## config.mk

```make
export PLATFORM = sky130hd
export DESIGN_NAME = spike_event_encoder_flat
export DESIGN_NICKNAME = d
export VERILOG_FILES = /design/src/rtl/neuron_pkg.sv /design/src/rtl/spike_event_encoder_if.sv /design/src/rtl/isi_counter.sv /design/src/rtl/spike_event_encoder.sv /design/src/flat_wrapper.sv
export SDC_FILE = /design/constraint.sdc
export NUM_CORES = 1
export LEC_CHECK = 0
export CAP_MARGIN = 20
export CELL_PAD_IN_SITES_DETAIL_PLACEMENT = 0
export CELL_PAD_IN_SITES_GLOBAL_PLACEMENT = 2
export CORE_ASPECT_RATIO = 0.75
export CORE_UTILIZATION = 26
export CTS_BUF_LIST = sky130_fd_sc_hd__clkbuf_16
export DETAILED_ROUTE_END_ITERATION = 10
export PLACE_DENSITY_LB_ADDON = 0.1
export SLEW_MARGIN = 10
export SYNTH_ARGS = -nofsm -noshare
export SYNTH_HDL_FRONTEND = slang
export SYNTH_SLANG_ARGS = --single-unit
```

## constraint.sdc

```tcl
create_clock -name clock_i -period 3.15 [get_ports clock_i]
set_input_delay 0.945 -clock clock_i [delete_from_list [all_inputs] [get_ports clock_i]]
set_output_delay 0.945 -clock clock_i [all_outputs]
set_load 0.005 [all_outputs]
```

## src/rtl/neuron_pkg.sv

```systemverilog
// neuron_pkg: shared Q8.8 membrane-potential constants and spike FSM states
package neuron_pkg;
  localparam int FRAC_BITS = 8;
  localparam logic [15:0] TH_HI_DEF = 16'hEC00;
  localparam logic [15:0] TH_LO_DEF = 16'hCE00;
  typedef enum logic [1:0] {BELOW, ABOVE, REFRACT} state_e;
endpackage

```

## src/rtl/spike_event_encoder_if.sv

```systemverilog
// spike_event_encoder_if: valid/ready event channel carrying the inter-spike interval
interface spike_event_encoder_if #(parameter int ISI_W = 16);
  logic [ISI_W-1:0] event_isi;
  logic event_valid;
  logic event_ready;
  modport master (output event_isi, event_valid, input event_ready);
  modport slave (input event_isi, event_valid, output event_ready);
endinterface

```

## src/rtl/isi_counter.sv

```systemverilog
// isi_counter: saturating sample counter with synchronous clear and enable
module isi_counter #(
  parameter int W = 16
) (
  input  logic         clk_i,
  input  logic         rst_ni,
  input  logic         en_i,
  input  logic         clr_i,
  output logic [W-1:0] cnt_o
);
  logic [W-1:0] cnt_q;
  always_ff @(posedge clk_i) begin
    if (!rst_ni) cnt_q <= '1;
    else if (en_i) cnt_q <= clr_i ? '0 : (&cnt_q ? cnt_q : cnt_q + W'(1));
  end
  assign cnt_o = cnt_q;
endmodule

```

## src/rtl/spike_event_encoder.sv

```systemverilog
// spike_event_encoder: threshold/hysteresis spike detector with refractory window,
// ISI event channel, spike counter and sticky overrun flag
module spike_event_encoder
  import neuron_pkg::*;
#(
  parameter int REFRACT_SAMPLES = 8,
  parameter int ISI_W = 16,
  parameter int CNT_W = 8
) (
  input  logic                clock_i,
  input  logic                reset_ni,
  input  logic signed [15:0]  v_in_i,
  input  logic                v_valid_i,
  input  logic signed [15:0]  thresh_hi_i,
  input  logic signed [15:0]  thresh_lo_i,
  input  logic                clear_i,
  output logic                spike_o,
  output logic [CNT_W-1:0]    spike_count_o,
  output logic                overrun_o,
  spike_event_encoder_if.master evt
);
  state_e state_q, state_d;
  logic [7:0] ref_q, ref_d;
  logic first_q, spike_q, evt_valid_q, ov_q;
  logic [ISI_W-1:0] evt_isi_q, isi;
  logic [CNT_W-1:0] cnt_q;
  logic spike_ev, drop;
  assign spike_ev = v_valid_i && state_q == BELOW && v_in_i >= thresh_hi_i;
  assign drop = spike_ev && evt_valid_q && !evt.event_ready;
  isi_counter #(.W(ISI_W)) u_isi (
    .clk_i(clock_i), .rst_ni(reset_ni), .en_i(v_valid_i), .clr_i(spike_ev), .cnt_o(isi)
  );
  always_comb begin
    state_d = state_q;
    ref_d = ref_q;
    if (spike_ev) state_d = ABOVE;
    else if (v_valid_i && state_q == ABOVE && v_in_i < thresh_lo_i) begin
      state_d = REFRACT;
      ref_d = 8'(REFRACT_SAMPLES);
    end else if (v_valid_i && state_q == REFRACT) begin
      ref_d = ref_q - 8'd1;
      state_d = ref_q <= 8'd1 ? BELOW : REFRACT;
    end
  end
  always_ff @(posedge clock_i) begin
    if (!reset_ni) begin
      state_q <= BELOW;
      ref_q <= '0;
      first_q <= 1'b1;
      spike_q <= 1'b0;
      evt_valid_q <= 1'b0;
      evt_isi_q <= '0;
      cnt_q <= '0;
      ov_q <= 1'b0;
    end else begin
      state_q <= state_d;
      ref_q <= ref_d;
      first_q <= first_q && !spike_ev;
      spike_q <= spike_ev;
      // a dropped spike leaves the pending event untouched but still counts
      evt_valid_q <= (spike_ev && !drop) || (evt_valid_q && !evt.event_ready);
      evt_isi_q <= (spike_ev && !drop) ? (first_q ? '1 : isi) : evt_isi_q;
      cnt_q <= spike_ev ? (clear_i ? CNT_W'(1) : cnt_q + CNT_W'(1)) : (clear_i ? '0 : cnt_q);
      ov_q <= drop || (ov_q && !clear_i);
    end
  end
  assign spike_o = spike_q;
  assign spike_count_o = cnt_q;
  assign overrun_o = ov_q;
  assign evt.event_valid = evt_valid_q;
  assign evt.event_isi = evt_isi_q;
endmodule
```

## src/flat_wrapper.sv

```systemverilog
// flat-port wrapper written by rule: the top's interface ports become plain ports
module spike_event_encoder_flat import neuron_pkg::*;
#(
  parameter int REFRACT_SAMPLES = 8,
  parameter int ISI_W = 16,
  parameter int CNT_W = 8
)
  (clock_i, reset_ni, v_in_i, v_valid_i, thresh_hi_i, thresh_lo_i, clear_i, spike_o, spike_count_o, overrun_o, evt_event_isi, evt_event_valid, evt_event_ready);
  spike_event_encoder_if #(.ISI_W(ISI_W)) evt_i ();
  input  logic clock_i;
  input  logic reset_ni;
  input  logic signed [15:0] v_in_i;
  input  logic v_valid_i;
  input  logic signed [15:0] thresh_hi_i;
  input  logic signed [15:0] thresh_lo_i;
  input  logic clear_i;
  output logic spike_o;
  output logic [CNT_W-1:0] spike_count_o;
  output logic overrun_o;
  output wire logic [$bits(evt_i.event_isi)-1:0] evt_event_isi;
  output wire logic [$bits(evt_i.event_valid)-1:0] evt_event_valid;
  input wire logic [$bits(evt_i.event_ready)-1:0] evt_event_ready;
  assign evt_event_isi = evt_i.event_isi;
  assign evt_event_valid = evt_i.event_valid;
  assign evt_i.event_ready = evt_event_ready;
  spike_event_encoder #(.REFRACT_SAMPLES(REFRACT_SAMPLES), .ISI_W(ISI_W), .CNT_W(CNT_W)) u_core (.clock_i(clock_i), .reset_ni(reset_ni), .v_in_i(v_in_i), .v_valid_i(v_valid_i), .thresh_hi_i(thresh_hi_i), .thresh_lo_i(thresh_lo_i), .clear_i(clear_i), .spike_o(spike_o), .spike_count_o(spike_count_o), .overrun_o(overrun_o), .evt(evt_i));
endmodule
```

Word-level counts from Yosys, hierarchy flattened
Cells that the tools add are included.
- bits in registers: 54
- input bits: 53
- add/subtract/negate cells: 3
- magnitude comparators: 3
- equal/unequal tests: 3
- muxes and demuxes: 12
- bitwise logic cells: 2
- reduce and logical (&&, ||, !) cells: 25
- operator list (operator ; number):
    16-bit 2-to-1 mux ; 3
    8-bit 2-to-1 mux ; 5
    16-bit by 1-bit adder with 16-bit output, second input constant ; 1
    16-bit greater-or-equal comparator ; 1
    16-bit < comparator ; 1
    16-bit AND reduction ; 1
    1-bit logical AND ; 11
    8-bit by 1-bit adder with 8-bit output, second input constant ; 1
    8-bit by 1-bit less-or-equal comparator with 1-bit output, second input constant ; 1
    8-bit by 1-bit subtractor with 8-bit output, second input constant ; 1
    2-bit 2-to-1 mux ; 3
    1-bit zero test ; 4
    2-bit AND reduction ; 2
    2-bit nonzero test ; 2
    3-bit nonzero test ; 1
    2-bit by 1-bit equality test with 1-bit output, second input constant ; 1
    2-bit equality test, second input constant ; 1
    2-bit zero test ; 1
    1-bit logical OR ; 2
    2-bit by 1-bit inequality test with 1-bit output, second input constant ; 1
    1-bit inverter ; 2
    2-bit OR reduction ; 1
    1-bit 2-to-1 mux ; 1

Longest topological paths before layout
Gate-level depths: netlist of run 1.
- depth in word-level cells: 8
- mapped depth: 11
- depth with buffers taken out: 9

Modules after synthesis
A second synthesis of run 1 with hierarchy kept.
- cells, all modules: 416
- area, all modules: 3380.7 µm²
- modules (own cells, without submodules) (module ; times used ; cells each ; area each (µm²)):
    spike_event_encoder ; 1 ; 298 ; 2388.5
    isi_counter ; 1 ; 118 ; 992.2

Worst setup path after synthesis of run 1
Ideal clock, no wire load.
- path kind: input to register
- start: in thresh_lo_i[2]
- end: reg u_core.ref_q[1]
- library setup time: 86 ps
- data arrival time: 3007 ps
- data required time: 3064 ps
- path slack: 58 ps
- stages: 9
- cell sequence: inv_1 > ha_1 > a211oi_1 > o21ai_0 > a221o_1 > a2111oi_0 > mux2_2 > nand2b_1 > a211oi_1
- cells in the longest elaborated chain, start to end: 4
- elaborated cells on any way between the ends: 5
- those cells by class: order compare (1); mux (1); reduce/logical (3)
- ends and longest elaborated chain (what ; RTL line ; text):
    from (decl) ; flat_wrapper.sv:15 ; input logic signed [15:0] thresh_lo_i;
    16-bit < comparator (*) ; spike_event_encoder.sv:37 ; else if (v_valid_i && state_q == ABOVE && v_in_i < thresh_lo_i) begin
    1-bit logical AND (*) ; spike_event_encoder.sv:37 ;
    2-bit nonzero test (no line) ; - ;
    2-bit AND reduction (no line) ; - ;
    to (signal assigned) ; spike_event_encoder.sv:57 ; ref_q <= ref_d;
    to (decl) ; spike_event_encoder.sv:23 ; logic [7:0] ref_q, ref_d;
Every way passes the cells marked *; elsewhere a longest branch is shown, timed or not.
A chain may end at the register's enable or synchronous reset.

Worst setup path in the final report of run 1
- start: in thresh_hi_i[1]
- end: reg u_core.evt_isi_q[1] (netlist: u_core.evt.event_isi[1])
- cells in the longest elaborated chain, start to end: 6
- ends and longest elaborated chain (what ; RTL line ; text):
    from (decl) ; flat_wrapper.sv:14 ; input logic signed [15:0] thresh_hi_i;
    16-bit greater-or-equal comparator (*) ; spike_event_encoder.sv:28 ; assign spike_ev = v_valid_i && state_q == BELOW && v_in_i >= thresh_hi_i;
    1-bit logical AND (*) ; spike_event_encoder.sv:28 ;
    1-bit logical AND (2 in series) ; spike_event_encoder.sv:29 ; assign drop = spike_ev && evt_valid_q && !evt.event_ready;
    1-bit zero test ; spike_event_encoder.sv:62 ; evt_isi_q <= (spike_ev && !drop) ? (first_q ? '1 : isi) : evt_isi_q;
    1-bit logical AND (*) ; spike_event_encoder.sv:62 ;
    to (signal assigned) ; spike_event_encoder.sv:62 ;
    to (decl) ; spike_event_encoder.sv:25 ; logic [ISI_W-1:0] evt_isi_q, isi;
Marked as above.

==> metrics.md, run 1 <==
| Metric | Value |
|---|---|
| Vias per std cell | `4.41` |
| Worst-path maximum fanout | `8` |
| RSZ-0062 raised after global routing | `true` |
| Count of max-cap constraint violations | `0` |
| Clock period minus worst slack | `3.08 ns` |
| Clock tree from TritonCTS | `yes` |
| Proportion of netlist area held by the largest area contributor | `0.339` |
| Top-level I/O count | `80` |
| Total gr overflow | `0` |
| Peak ir drop on the vdd network | `between 0.0002 and 0.00025 V` |
| Number of buffers created by CTS | `5` |
| Pre-CTS setup slack | `-0.785 ns` |
| Antenna cells | `0` |
| Worst slew margin relative to its limit | `0.641` |
| Crit-path cells | `clkdlybuf4s50_1 > inv_1 > ha_1 > nor2b_1 > o211a_1 > o21ai_2 > a31oi_4 > buf_4 > nor3_4 > buf_12 > nand2b_4 > clkbuf_16 > mux2i_1` |
| Post-detailed-placement cell area | `approximately 0.0044 mm²` |
| Cell type group with the largest total delay on the critical path | `buffers and inverters` |
| Chip height | `98.0 µm` |
| Final instance area | `roughly 0.0049 mm²` |
| Period utilization | `0.978` |
| Worst clock skew | `between 0.003 and 0.004 ns` |
| Wire length of the first global-routing pass | `~13 mm` |
| Unique cell type count in the Yosys netlist | `between 40 and 50` |
| CP Class | `in2reg` |
| Cell type with the highest aggregate area in the netlist | `dfxtp_1` |
| Initial cell density of the core | `0.271` |
| Latest clock arrival within the worst-skew pair | `roughly 0.29 ns` |
| Vias in the first global route | `2757` |
| Core area | `0.0118 mm²` |
| Run status | `complete, no violations` |
| Clock-pin slew reported for the worst setup and hold paths after clock tree synthesis | `approximately 0.070 ns` |
| Area growth, synth to finish | `52.3%` |
| Total Negative Setup Slacks | `0 ns` |
| Most common library cells after synthesis | `dfxtp_1, inv_1, o21ai_0, nand2_1, ha_1` |
| Number of detailed-routing iterations run before antenna repair | `4` |
| Drt initial violations | `80` |
| Cell with the biggest individual delay on the critical path | `clkdlybuf4s50_1` |
| Wire length after detailed routing | `between 8 and 9 mm` |
| Post-route setup slack | `between 0.06 and 0.07 ns` |
| Port Buffers | `79` |
| Total die area | `~0.013 mm²` |
| Number of nets in the layout | `between 500 and 600` |
| Share of async-settable or async-resettable flops after synthesis | `0` |
| Largest net degree at the start of global routing | `slightly below 60` |
| Hold Violations, Final | `0` |
| Number of antenna violations at the first check in global routing | `0` |
| Cell with the most instances after synthesis | `dfxtp_1` |
| H-tree levels | `2` |
| Longest individual stage delay on the worst path | `roughly 0.46 ns` |
| Hold buffers post-CTS | `0` |
| Placed Cells incl. Taps | `approximately 640` |
| Number of cells in the finished layout apart from fillers | `650` |
| Final max-slew violation count | `0` |
| DR DRC count | `0` |
| Final Wtd Congestion | `~0.74` |
| Site Rows | `34` |
| Portion of the post-synthesis area used by sequential elements | `0.339` |
| Leakage Power | `2.16 nW` |
| Via Count | `between 2000 and 3000` |
| Critical Path End Type | `flop` |
| Post-detail-place hpwl | `roughly 6.1 mm` |
| Share of final-layout standard cells stronger than drive strength 1 | `0.195` |
| Post-synth top flop | `dfxtp_1` |
| Sum of buffers and inverters on the critical path | `5` |
| Path type of the worst min-delay path | `reg2reg` |
| Tightest hold margin | `0.459 ns` |
| Count of flip-flops with a built-in enable after synthesis | `0` |
| Worst setup SP type | `input port` |
| Transition at the pin with the smallest max-transition slack | `~0.54 ns` |
| Synth area leaders | `dfxtp_1, ha_1, o21ai_0` |
| Total standard cell area after synthesis | `between 0.003 and 0.004 mm²` |
| Worst endpoint required time | `between 3 and 4 ns` |
| R2r setup slk | `1.15 ns` |
| Seq cells post-synth | `between 50 and 60` |
| Cells after Synth | `377` |
| Total of endpoints with negative setup slack in the final report | `0` |
| Startpoint of the most critical hold path | `u_core.evt.event_isi[5]` |
| Wirelength per Cell | `12.7 µm` |
| Count of antenna-violating nets left after detailed routing | `0` |
| Achievable Freq | `between 300 and 400 MHz` |
| Synthesized area per cell | `between 8 and 9 µm²` |
| GRT Overall Usage | `0.132` |
| Post-synth net total | `roughly 470` |
| End of the worst register-to-register path | `u_core.u_isi.cnt_o[10]` |
| Die W | `approximately 130 µm` |
| Buffer levels on the longest clock path | `2` |
| Worst flop-to-flop path startpoint | `u_core.u_isi.cnt_o[2]` |
| Min-Delay Endpoint | `u_core.evt.event_isi[5]` |
| Total number of yosys warnings | `0` |
| Clock sink count | `between 50 and 60` |
| Arrival time worst endpoint | `approximately 3.3 ns` |
| Power density cells | `roughly 410 mW/mm²` |
| R2R depth | `7` |
| Cell count of the worst hold path | `2` |
| CTS root buffer | `clkbuf_16` |
==> cell type report <==
class | instances | area [µm²]
Clock inverter | 1 | 3.75
Tap cell | 162 | 203
Inverter | 40 | 150
Multi-Input combinational cell | 271 | 2190
Fill cell | 1194 | 6920
Timing Repair Buffer | 117 | 1110
Clock buffer | 5 | 125
Sequential cell | 54 | 1080
==> cells by family (layout without fill, tap and decap cells) <==
| family | Yosys count | after routing | synth area share |
|---|---|---|---|
| fa+ha+maj | 35 | 35 | 0.137 |
| simple gates | 119 | 119 | 0.192 |
| compound gates | 74 | 74 | 0.140 |
| xor+xnor | 25 | 25 | 0.0686 |
| buf+inv | 52 | 163 | 0.0659 |
| mux | 18 | 18 | 0.0568 |
| flops | 54 | 54 | 0.339 |
==> worst reg2reg max path, stage by stage, from the launching register on <==
cell and delay [ns]:
dfxtp_1 0.41, and3_1 0.22, and3_1 0.21, and3_1 0.29, a41o_1 0.39, nor2_1 0.11
xnor2_1 0.14, o21ai_0 0.09
==> stage by stage <==
step,total power (W),utilization
detailed placement,0.00143,0.370
global placement,0.00142,0.370
CTS,0.00199,0.399
finish,0.00200,0.413
floorplan,0.00116,-
global route,0.00215,0.413
==> placed cells by master (no fill, tap or decap), types with 13 or more instances in the layout <==
cell and count:
dfxtp_1 54, clkdlybuf4s50_1 48, o21ai_0 37, nand2_1 36, buf_4 31, inv_1 28, dlygate4sd2_1 23, nor2_1 21
ha_1 18, mux2i_1 17, ha_4 14, xnor2_1 13
==> where the power goes <==
| group | internal (W) | switching (W) | leakage [nW] |
|---|---|---|---|
| Clock | 0.000283 | 0.000232 | 0.0632 |
| Sequential | 0.000770 | 0.0000736 | 0.444 |
| Combinational | 0.000364 | 0.000282 | 1.65 |
==> per-layer routing <==
layer	vias up	track usage	wire length, µm
li1	1515	-	-
met1	1307	0.200	4480
met2	41	0.186	3450
met3	5	0.0290	295
met4	0	0.0295	70
met5	-	0	0
==> worst max-delay path by stage <==
stage	startpoint	endpoint	slack [ns]	cells past startpoint
6_report	thresh_hi_i[1]	u_core.evt.event_isi[1]	0.07	13
3_3_place_gp	thresh_lo_i[2]	u_core.ref_q[1]	-0.74	11
5_1_grt	thresh_hi_i[1]	u_core.spike_count_o[2]	-0.01	13
3_5_place_dp	thresh_lo_i[2]	u_core.ref_q[1]	-0.79	11
2_1_floorplan	thresh_lo_i[2]	u_core.ref_q[1]	0.06	9
4_1_cts	thresh_hi_i[13]	u_core.spike_count_o[3]	0.003	10
==> state kept, by name, summed over array words and instances, names as in the netlist <==
name	cells
u_core.evt.event_isi	16
u_core.u_isi.cnt_o	16
u_core.ref_q	8
u_core.spike_count_o	8
u_core.state_q	2
u_core.evt.event_valid	1
u_core.first_q	1
u_core.overrun_o	1
u_core.spike_o	1
==> what timing repair did <==
action                     in CTS  in global routing
gates cloned                    0                  2
setup endpoints to repair      48                 44
gates resized for setup        70                 20
pin swaps                      25                 14
buffers inserted                3                  5
Power figures use the tool's default switching activity.
==> run 2, diff against run 1 <==
Settings changed: CORE_UTILIZATION 26 to 29.
Clock period 3.15 ns to 3.4 ns, I/O delays scaled along.
==> metrics.md, run 2 (synthesis gave the netlist of run 1 again) <==
| Metric | Value |
|---|---|
| Run status | `complete, no violations` |
| R2R depth | `7` |
| Count of max-cap constraint violations | `0` |
| Arrival time worst endpoint | `about 3.5 ns` |
| Leading cell type in the layout, fill and taps excluded | `clkdlybuf4s50_1` |
| Total gr overflow | `0` |
| Count of antenna-violating nets left after detailed routing | `0` |
| Wirelength per Cell | `roughly 12 µm` |
| Total of endpoints with negative setup slack in the final report | `0` |
| Worst setup SP type | `input port` |
| Clock-pin slew reported for the worst setup and hold paths after clock tree synthesis | `0.06 ns` |
| Final Wtd Congestion | `a little over 0.7` |
| Chip height | `92.9 µm` |
| Achievable Freq | `just over 300 MHz` |
| Number of antenna violations at the first check in global routing | `0` |
| Worst clock skew | `approximately 0.0031 ns` |
| Buffer levels on the longest clock path | `2` |
| Clock sink count | `54` |
| Site Rows | `32` |
| Worst slew margin relative to its limit | `0.640` |
| Path type of the worst min-delay path | `reg2reg` |
| Int Pwr | `0.00128 W` |
| Busiest layer in global routing | `met1` |
| Vias per std cell | `4.56` |
| Power density cells | `approximately 390 mW/mm²` |
| Transition at the pin with the smallest max-transition slack | `between 0.5 and 0.6 ns` |
| Combinational Power Share | `0.302` |
| Drt initial violations | `82` |
| Clock period minus worst slack | `3.31 ns` |
| Top-level I/O count | `80` |
| Critical Path End Type | `flop` |
| Power share of the sequential group | `0.432` |
| Share of final-layout standard cells stronger than drive strength 1 | `0.115` |
| Core utilization of the finished layout | `0.438` |
| Net load switching power | `0.000525 W` |
| Leading cell types in the layout, fill and taps excluded | `clkdlybuf4s50_1, dfxtp_1, inv_1, nand2_1, o21ai_0` |
| Worst endpoint required time | `around 3.6 ns` |
| Worst-path maximum fanout | `4` |
| Worst flop-to-flop path startpoint | `u_core.u_isi.cnt_o[2]` |
| Final max-slew violation count | `0` |
| CTS root buffer | `clkbuf_16` |
| Tightest hold margin | `between 0.4 and 0.5 ns` |
| Core area | `between 0.01 and 0.015 mm²` |
| Clock share of power | `0.266` |
| Largest net degree at the start of global routing | `58` |
| RSZ-0062 raised after global routing | `false` |
| Leakage Power | `about 2.1 nW` |
| GRT Overall Usage | `0.141` |
| Number of detailed-routing iterations run before antenna repair | `4` |
| Area growth, synth to finish | `43.9%` |
| Met1 track demand over resource in global routing | `0.202` |
| Hold Violations, Final | `0` |
| Wire length of the first global-routing pass | `roughly 13 mm` |
| Period utilization | `0.974` |
| Die W | `123 µm` |
| Latest clock arrival within the worst-skew pair | `0.29 ns` |
| Min-Delay Endpoint | `u_core.evt.event_isi[7]` |
| Peak ir drop on the vdd network | `about 0.00020 V` |
| Cell count of the worst hold path | `2` |
| H-tree levels | `2` |
| R2r setup slk | `between 1 and 1.5 ns` |
| Port Buffers | `between 70 and 80` |
| Switching fraction of total power | `0.290` |
| Total die area | `0.0114 mm²` |
| Number of buffers created by CTS | `5` |
| Initial cell density of the core | `0.304` |
| Antenna cells | `0` |
| Via Count | `approximately 2800` |
| End of the worst register-to-register path | `u_core.u_isi.cnt_o[10]` |
| Hold buffers post-CTS | `0` |
| Number of nets in the layout | `between 500 and 600` |
| Wire length after detailed routing | `~7.6 mm` |
| DR DRC count | `0` |
| Post-detail-place hpwl | `5.91 mm` |
| Startpoint of the most critical hold path | `u_core.evt.event_isi[7]` |
| Clock tree from TritonCTS | `yes` |
| CP Class | `in2reg` |
| GR Layer Usage met2 | `0.201` |
| GR met3 Demand/Resource | `0.0413` |
| Vias in the first global route | `around 2600` |
==> run 2: cell types whose count changed in the layout (fill, tap and decap cells not counted), sizes merged <==
cell / previous run / this run
buf: 37 / 29
clkinv: 1 / 0
inv: 40 / 42
clkbuf: 7 / 5
clkdlybuf4s50: 48 / 76
clkdlybuf4s15: 1 / 0
dlymetal6s2s: 6 / 3
dlygate4sd2: 23 / 0
==> run 2: how the worst max path moves through the flow <==
stage / start / to / cells after the start
2_1_floorplan: thresh_lo_i[2] / u_core.ref_q[1] / 9
3_3_place_gp: thresh_lo_i[2] / u_core.ref_q[1] / 11
3_5_place_dp: thresh_lo_i[2] / u_core.ref_q[1] / 11
4_1_cts: thresh_lo_i[2] / u_core.ref_q[0] / 10
5_1_grt: thresh_lo_i[2] / u_core.ref_q[0] / 10
6_report: thresh_hi_i[13] / u_core.spike_count_o[4] / 11
==> run 2: power groups by stage <==
stage	logic (W)	registers, W	clock network, W
6_report	0.000545	0.000781	0.000482
5_1_grt	0.000611	0.000795	0.000535
4_1_cts	0.000534	0.000781	0.000503
3_5_place_dp	0.000526	0.000796	0
3_3_place_gp	0.000523	0.000794	0
2_1_floorplan	0.000295	0.000782	0
==> run 2: layer usage <==
layer	up-vias	wire (µm)
met3	9	361
met5	-	0
met1	1260	4120
li1	1498	-
met4	0	94
met2	45	3070
==> run 2: worst max-delay path, stage by stage <==
cell and delay, ns:
clkdlybuf4s50_1 0.46, inv_1 0.04, ha_1 0.31, a21o_1 0.19, a21oi_1 0.18, a2bb2oi_2 0.18
a31oi_2 0.15, buf_4 0.17, or4_4 0.53, xnor2_1 0.13, and2_1 0.14
==> run 2: what timing repair did <==
action                     in CTS  in global routing
setup endpoints to repair      11                 30
gates cloned                    0                  0
buffers inserted                0                  1
gates resized for setup         7                 19
pin swaps                       2                  8
==> run 2: layout make-up <==
class,count,area (µm²)
Tap cell,136,170
Sequential cell,54,1080
Clock inverter,2,7.51
Fill cell,1058,5900
Inverter,40,150
Timing Repair Buffer,108,1030
Clock buffer,5,125
Multi-Input combinational cell,271,2030
==> run 2: through the flow <==
step	std cells	total power [W]	setup TNS (ns)	worst slack [ns]	area (µm²)
2_1_floorplan	377	0.00108	0	0.233	3190
3_3_place_gp	609	0.00132	-11.36	-0.534	4320
3_5_place_dp	609	0.00132	-12.84	-0.648	4320
4_1_cts	615	0.00182	0	0.0124	4480
5_1_grt	616	0.00194	0	0.00700	4590
6_report	616	0.00181	0	0.0896	4590
